[src/rtl/debounce_event_ctrl.sv]
// debounce_event_ctrl
// Multi-channel button front end: each raw input is synchronized, debounced
// against a runtime-programmable stable-cycle count, and every committed
// level change becomes a press/release event. A round-robin arbiter shares
// one registered event slot between all channels.
//
// Event port handshake: o_event_valid/o_event_channel/o_event_press form a
// registered slot. An event transfers on a rising edge where o_event_valid
// and i_event_ready are both 1. While o_event_valid=1 and i_event_ready=0 the
// channel and press fields are held unchanged. The slot is refilled in the
// same edge that consumes the current event, so one event per cycle flows.
module debounce_event_ctrl #(
  parameter int NUM_CHANNELS           = 4,
  parameter int DEBOUNCE_COUNTER_WIDTH = 16
) (
  input  logic                              i_clock,
  input  logic                              i_reset_n,
  input  logic [DEBOUNCE_COUNTER_WIDTH-1:0] i_debounce_counter,
  input  logic [NUM_CHANNELS-1:0]           i_bouncing_signals,
  output logic [NUM_CHANNELS-1:0]           o_debounced_signals,
  output logic                              o_event_valid,
  input  logic                              i_event_ready,
  output logic [$clog2(NUM_CHANNELS)-1:0]   o_event_channel,
  output logic                              o_event_press,
  output logic                              o_overflow,
  input  logic                              i_overflow_clear
);

  localparam int CW   = DEBOUNCE_COUNTER_WIDTH;
  localparam int CW1  = CW + 1;
  localparam int CH_W = $clog2(NUM_CHANNELS);
  localparam int SW   = CH_W + 1;

  // Synchronizer, debounce and event bookkeeping state
  logic [NUM_CHANNELS-1:0] sync1;
  logic [NUM_CHANNELS-1:0] sync2;
  logic [NUM_CHANNELS-1:0] stable;
  logic [CW-1:0]           count_q [NUM_CHANNELS];
  logic [NUM_CHANNELS-1:0] pending;
  logic [NUM_CHANNELS-1:0] ev_type;
  logic [CH_W-1:0]         rr_ptr;

  // Combinational decisions for the current cycle
  logic [CW-1:0]           d_eff;
  logic [NUM_CHANNELS-1:0] commit;
  logic                    slot_free;
  logic                    load_found;
  logic                    load_en;
  logic [CH_W-1:0]         load_ch;
  logic [SW-1:0]           scan_idx;
  logic [NUM_CHANNELS-1:0] load_mask;
  logic                    overflow_hit;

  assign o_debounced_signals = stable;

  // Two-flop synchronizer for the asynchronous raw inputs
  always_ff @(posedge i_clock or negedge i_reset_n) begin
    if (!i_reset_n) begin
      sync1 <= '0;
      sync2 <= '0;
    end else begin
      sync1 <= i_bouncing_signals;
      sync2 <= sync1;
    end
  end

  // A threshold of zero would commit without any filtering; treat it as one
  always_comb begin
    d_eff = (i_debounce_counter == '0) ? CW'(1) : i_debounce_counter;
  end

  // A channel commits when this cycle completes d_eff consecutive differing samples
  always_comb begin
    commit = '0;
    for (int ch = 0; ch < NUM_CHANNELS; ch++) begin
      if ((sync2[ch] != stable[ch]) &&
          (({1'b0, count_q[ch]} + CW1'(1)) >= {1'b0, d_eff})) begin
        commit[ch] = 1'b1;
      end
    end
  end

  // Per-channel debounce counters and committed levels
  always_ff @(posedge i_clock or negedge i_reset_n) begin
    if (!i_reset_n) begin
      stable <= '0;
      for (int ch = 0; ch < NUM_CHANNELS; ch++) begin
        count_q[ch] <= '0;
      end
    end else begin
      for (int ch = 0; ch < NUM_CHANNELS; ch++) begin
        if (sync2[ch] == stable[ch]) begin
          count_q[ch] <= '0;
        end else if (commit[ch]) begin
          stable[ch]  <= sync2[ch];
          count_q[ch] <= '0;
        end else begin
          count_q[ch] <= count_q[ch] + CW'(1);
        end
      end
    end
  end

  // Round-robin pick: first pending channel at or after rr_ptr, wrapping
  always_comb begin
    load_found = 1'b0;
    load_ch    = '0;
    scan_idx   = '0;
    for (int i = 0; i < NUM_CHANNELS; i++) begin
      scan_idx = {1'b0, rr_ptr} + SW'(i);
      if (scan_idx >= SW'(NUM_CHANNELS)) begin
        scan_idx = scan_idx - SW'(NUM_CHANNELS);
      end
      if (!load_found && pending[scan_idx[CH_W-1:0]]) begin
        load_found = 1'b1;
        load_ch    = scan_idx[CH_W-1:0];
      end
    end
  end

  // Slot availability, load decision and overwrite detection
  always_comb begin
    slot_free = !o_event_valid || i_event_ready;
    load_en   = slot_free && load_found;
    load_mask = '0;
    if (load_en) begin
      load_mask[load_ch] = 1'b1;
    end
    // A commit landing on a pending flag that is not leaving this cycle loses the older event
    overflow_hit = |(commit & pending & ~load_mask);
  end

  // Pending flags and their event types; a fresh commit wins over a same-cycle load
  always_ff @(posedge i_clock or negedge i_reset_n) begin
    if (!i_reset_n) begin
      pending <= '0;
      ev_type <= '0;
    end else begin
      pending <= (pending & ~load_mask) | commit;
      ev_type <= (ev_type & ~commit) | (sync2 & commit);
    end
  end

  // Registered event slot and round-robin pointer
  always_ff @(posedge i_clock or negedge i_reset_n) begin
    if (!i_reset_n) begin
      o_event_valid   <= 1'b0;
      o_event_channel <= '0;
      o_event_press   <= 1'b0;
      rr_ptr          <= '0;
    end else if (slot_free) begin
      if (load_found) begin
        o_event_valid   <= 1'b1;
        o_event_channel <= load_ch;
        o_event_press   <= ev_type[load_ch];
        rr_ptr          <= (load_ch == CH_W'(NUM_CHANNELS - 1)) ? '0 : load_ch + CH_W'(1);
      end else begin
        o_event_valid   <= 1'b0;
      end
    end
  end

  // Sticky overflow flag; a new overwrite beats a same-cycle clear
  always_ff @(posedge i_clock or negedge i_reset_n) begin
    if (!i_reset_n) begin
      o_overflow <= 1'b0;
    end else if (overflow_hit) begin
      o_overflow <= 1'b1;
    end else if (i_overflow_clear) begin
      o_overflow <= 1'b0;
    end
  end

endmodule

[config.mk]
export PLATFORM = sky130hd
export DESIGN_NAME = debounce_event_ctrl
export DESIGN_NICKNAME = d
export VERILOG_FILES = /design/src/rtl/debounce_event_ctrl.sv
export SDC_FILE = /design/constraint.sdc
export NUM_CORES = 1
export LEC_CHECK = 0
export CORE_ASPECT_RATIO = 0.5
export CORE_MARGIN = 1
export CORE_UTILIZATION = 41
export DETAILED_ROUTE_END_ITERATION = 12
export GPL_ROUTABILITY_DRIVEN = 0
export PLACE_DENSITY = 0.64
export SYNTH_ARGS = -nofsm -noshare
export SYNTH_HDL_FRONTEND = slang
export SYNTH_SLANG_ARGS = --single-unit
[constraint.sdc]
create_clock -name i_clock -period 4.6 [get_ports i_clock]
set_clock_uncertainty 0.05 [all_clocks]
set_input_delay 0.92 -clock i_clock [delete_from_list [all_inputs] [get_ports i_clock]]
set_output_delay 0.92 -clock i_clock [all_outputs]
set_load 0.03 [all_outputs]
# [Word-level counts from Yosys, hierarchy flattened]
# Cells that the tools add are included.
# W data, S select, Z words.
[classes] addsub=16 order_cmp=14 n_eq_ne=9 mux=42 n_bitwise=13 n_reduce_logical=22
[op_table] op="$mux W16" count=9
[op_table] op="$add A16 B1 Y17 const B" count=4
[op_table] op="$ge A17 B16 Y1" count=4
[op_table] op="$add A16 B1 Y16 const B" count=4
[op_table] op="$and A4 B4 Y4" count=5
[op_table] op="$mux W2" count=9
[op_table] op="$mux W1" count=17
[op_table] op="$logic_not A16 Y1" count=1
[op_table] op="$lt A2 B3 Y1 const B" count=5
[op_table] op="$bmux W1 S2" count=5
[op_table] op="$reduce_and A2 Y1" count=5
[op_table] op="$ge A3 B3 Y1 const B" count=3
[op_table] op="$logic_and A1 B1 Y1" count=9
[op_table] op="$not A4 Y4" count=2
[op_table] op="$or A4 B4 Y4" count=2
[op_table] op="$sub A2 B1 Y2 const B" count=4
[op_table] op="$add A2 B2 Y3 const B" count=2
[op_table] op="$eq A1 B1 Y1" count=4
[op_table] op="$logic_not A1 Y1" count=4
[op_table] op="$mux W4" count=1
[op_table] op="$ne A1 B1 Y1" count=4
[op_table] op="$not A1 Y1" count=4
[op_table] op="$reduce_or A4 Y1" count=1
[op_table] op="$add A2 B1 Y3 const B" count=1
[op_table] op="7 further kinds" count=7
[totals] register_bits=91 input_bits=24

# [Logic depth before layout (Yosys ltp)]
[logic_depth] word_depth=23 ltp_mapped=14 ltp_nobuf=14

# [Worst setup path before layout]
# Ideal clock, no wire load.
[synth_timing] kind="register to register" start="reg count_q[32] (netlist bit)" end="reg stable[1] (netlist: o_debounced_signals[1])" arrival_time_ns=3.217 required_time_ns=4.425 path_slack_ns=1.208 stages_incl_launch_ff=13 cell_sequence="dfrtp_1 > ha_1 > nand3_1 > nor2_1 > and3_1 > and3_1 > xor2_1 > ha_1 > nand4_1 > or4_1 > or4_1 > nand3_2 > mux2_2"
[synth_between] elab_chain_cells=5
[synth_lines] element="start, declared" line="38" source="logic [CW-1:0] count_q [NUM_CHANNELS];"
[synth_lines] element="start signal, assigned by index" line="98" source="count_q[ch] <= count_q[ch] + CW'(1);"
[synth_lines] element="$add A16 B1 Y17" line="77" source="(({1'b0, count_q[ch]} + CW1'(1)) >= {1'b0, d_eff})) begin"
[synth_lines] element="$ge A17 B16 Y1" line="77"
[synth_lines] element="$logic_and A1 B1 Y1" line="76" source="if ((sync2[ch] != stable[ch]) &&"
[synth_lines] element="$mux W1" line="76"
[synth_lines] element="$reduce_and A2 Y1 (no line)"
[synth_lines] element="end signal, assigned by index" line="95" source="stable[ch] <= sync2[ch];"
[synth_lines] element="end, declared" line="37" source="logic [NUM_CHANNELS-1:0] stable;"
# Every way passes these cells.
# A chain may end at the register's enable or synchronous reset.

# [Worst setup path after layout]
[layout_timing] start="reg count_q[32] (netlist bit)" end="reg count_q[35] (netlist bit)"
[layout_between] elab_chain_cells=6 elab_cells_between_ends=7 classes_between="add/sub: 2; order compare: 1; mux: 3; reduce/logical: 1"
[layout_lines] element="$add A16 B1 Y17" line="77"
[layout_lines] element="$ge A17 B16 Y1" line="77"
[layout_lines] element="$logic_and A1 B1 Y1" line="76"
[layout_lines] element="$mux W1" line="76"
[layout_lines] element="$mux W16 (*)" line="94" source="end else if (commit[ch]) begin"
[layout_lines] element="$mux W16 (*)" line="92" source="if (sync2[ch] == stable[ch]) begin"
# Every way passes the cells marked *; elsewhere a longest branch is shown, timed or not.

==> impl_metrics.json <==
{
  "criticalPathCategory": "register to register",
  "critPathMaxFanout": 16,
  "crit_path_max_incr_delay_ns": 0.59,
  "period_share": 0.904,
  "grt-ovfl-total": 0,
  "hpwlAfterDp_mm": 9.30,
  "async_flop_share": 1.00,
  "drive_gt1_frac": 0.0480,
  "synth_ff_type": "dfrtp_1",
  "synth-simple-area-share": 0.226,
  "clk_pin_slew_worst_paths_ns": 0.06,
  "maxSlewViolCount": 0,
  "violations": "DRC",
  "clk_path_buf_depth": 2,
  "initial_core_util": 0.427,
  "clock_latency_ns": 0.34,
  "num_vias": 4144,
  "cts_sinks": 87,
  "num_io_pins": 33,
  "grtUsageTotal": 0.188,
  "io_buffers": 32,
  "leakagePower_nw": 3.20,
  "cpLargestDelayFamily": "simple AND/OR/NAND/NOR gates",
  "ys_types": 47,
  "die_area_um2": 13900,
  "ir_drop_mv": 0.190,
  "fin_hold_ws_ns": 0.297,
  "synth.area.mux_share": 0.0123,
  "yosysSeqAreaShare": 0.397,
  "synth.area.top_cells": "dfrtp_1, ha_1, nor2b_1, xnor2_1, xor2_1",
  "n_antenna_cell": 0,
  "maxCapViolations": 0,
  "drtPass1Iterations": 8,
  "syn-num-nets": 655,
  "synth_top_area_frac": 0.397,
  "synth_top_family_by_area": "simple AND/OR/NAND/NOR gates",
  "required_ns": 4.78,
  "htreeDepth": 3,
  "ctsHoldBuffers": 0,
  "cp-start-kind": "register",
  "synth_cells": 559,
  "slew-limit-headroom": 0.383,
  "yosysTopAreaCell": "dfrtp_1",
  "synth_area_um2": 5490,
  "vias_per_cell": 5.35,
  "arrival_ns": 4.34,
  "end_kind": "register",
  "synth_common_cells": "dfrtp_1, ha_1, nor2b_1",
  "die_h_um": 83.8,
  "finalWirelength_mm": 12.2,
  "cp_num_buf_inv": 0,
  "synth-compound-area-share": 0.0812,
  "synth_fa_ha_area_frac": 0.164,
  "cp_slowest_cell": "or4_1",
  "grt_first_pass_wirelength_mm": 20.5,
  "syn_area_per_cell_um2": 9.82,
  "ys.warnings.count": 0,
  "period_minus_slack_ns": 4.16,
  "cts_tree": "yes",
  "fmax_mhz": 241,
  "hold_viol": 0,
  "rows": 29,
  "cts_buffers": 9,
  "wl_per_cell_um": 15.7,
  "cts_root_buf": "clkbuf_16",
  "drc": 13,
  "crit_chain": "ha_1 -> nand3_1 -> nor2_1 -> and3_1 -> and3_1 -> xor2_1 -> ha_1 -> nand4_1 -> or4_1 -> or4_1 -> nand4_1 -> and2b_1",
  "cts_setup_buffers": 0,
  "grt_max_degree": 73,
  "grt_pass1_vias": 4090,
  "coreArea_um2": 12800,
  "drt_iter0_markers": 319,
  "finalSetupTns_ns": 0,
  "post_cts_resized": 0,
  "status": "complete, but fails checks",
  "rsz0062_at_grt": "false",
  "worst_slew_pin_slew_ns": 0.926,
  "setup_viol": 0,
  "hold_path.class": "register to register",
  "synth_most_common_cell": "dfrtp_1",
  "nets": 695,
  "synth_edf_count": 0,
  "ys_ff_latch": 87,
  "ant_nets": 0,
  "synth_xor_area_frac": 0.0958,
  "power_density_nw_per_um2": 300,
  "die_w_um": 166,
  "antenna_found_initial": 0,
  "areaGrowthSynthToFinish_pct": 15.3
}
==> per-stage QoR <==
step                cell area [µm²]  power [W]  instances  utilization  setup slack, ns
detailed placement             6010    0.00112        758        0.468            0.466
global placement               6010    0.00112        758        0.468            0.509
finish                         6330    0.00190        774        0.493            0.444
CTS                            6330    0.00192        774        0.493            0.432
global route                   6330    0.00200        774        0.493            0.120
floorplan                      5490    0.00101        559            -             1.21
==> sequential cells by signal (all words and copies together), names as in the netlist <==
signal,cells
o_event_valid,1
rr_ptr,2
count_q,64
pending,4
sync2,4
o_debounced_signals,4
sync1,4
o_event_channel,2
o_event_press,1
o_overflow,1
==> cell usage in the layout, fill, tap and decap left out, types with 19 or more instances in the layout <==
cell type,Yosys,layout
nand2_1,44,44
nor2_1,34,34
inv_1,29,29
nand3_1,31,31
and3_1,20,20
xnor2_1,30,30
nor2b_1,46,46
ha_1,72,72
xor2_1,30,30
dfrtp_1,87,87
nand4_1,19,19
a21oi_1,20,20
clkdlybuf4s50_1,0,31
==> final cells by class <==
class,count,area [µm²]
sequential,87,2180
timing repair buffer,34,333
clock buffer,9,225
inverter,29,109
fill,1182,6520
multi-input combinational,438,3180
tap,170,213
clock inverter,7,95.1
==> kinds of logic (layout without fill, tap and decap cells) <==
kind of cell             after synthesis  in the layout
AO/OA/AOI/OAI                         68             68
XOR/XNOR                              60             60
adder cells (fa/ha/maj)               72             72
buffers and inverters                 34             79
flip-flops                            87             87
multiplexers                           5              5
AND/OR/NAND/NOR                      233            233
==> where the power goes <==
group | total (W) | internal, W | switching [W]
Combinational | 0.000276 | 0.000110 | 0.000166
Sequential | 0.000833 | 0.000801 | 0.0000321
Clock | 0.000792 | 0.000478 | 0.000314
Total | 0.00190 | 0.00139 | 0.000512
==> worst paths after layout <==
path	from	endpoint	slack, ns	depth (start not counted)
worst min register to register	sync1[3]	sync2[3]	0.30	0
worst max-delay path	count_q[32]	count_q[35]	0.44	12
max in group asynchronous	i_reset_n	count_q[51]	3.09	2
min in group asynchronous	i_reset_n	sync1[1]	0.61	1
worst max register to register	count_q[32]	count_q[35]	0.44	12
worst min-delay path	sync1[3]	sync2[3]	0.30	0
==> per-layer routing <==
metal	global-route usage	wire length, µm
met5	0	0
met1	0.251	5710
met3	0.0318	521
met2	0.314	5700
met4	0.0603	233
Note: power is estimated with default switching activity, not from simulation.
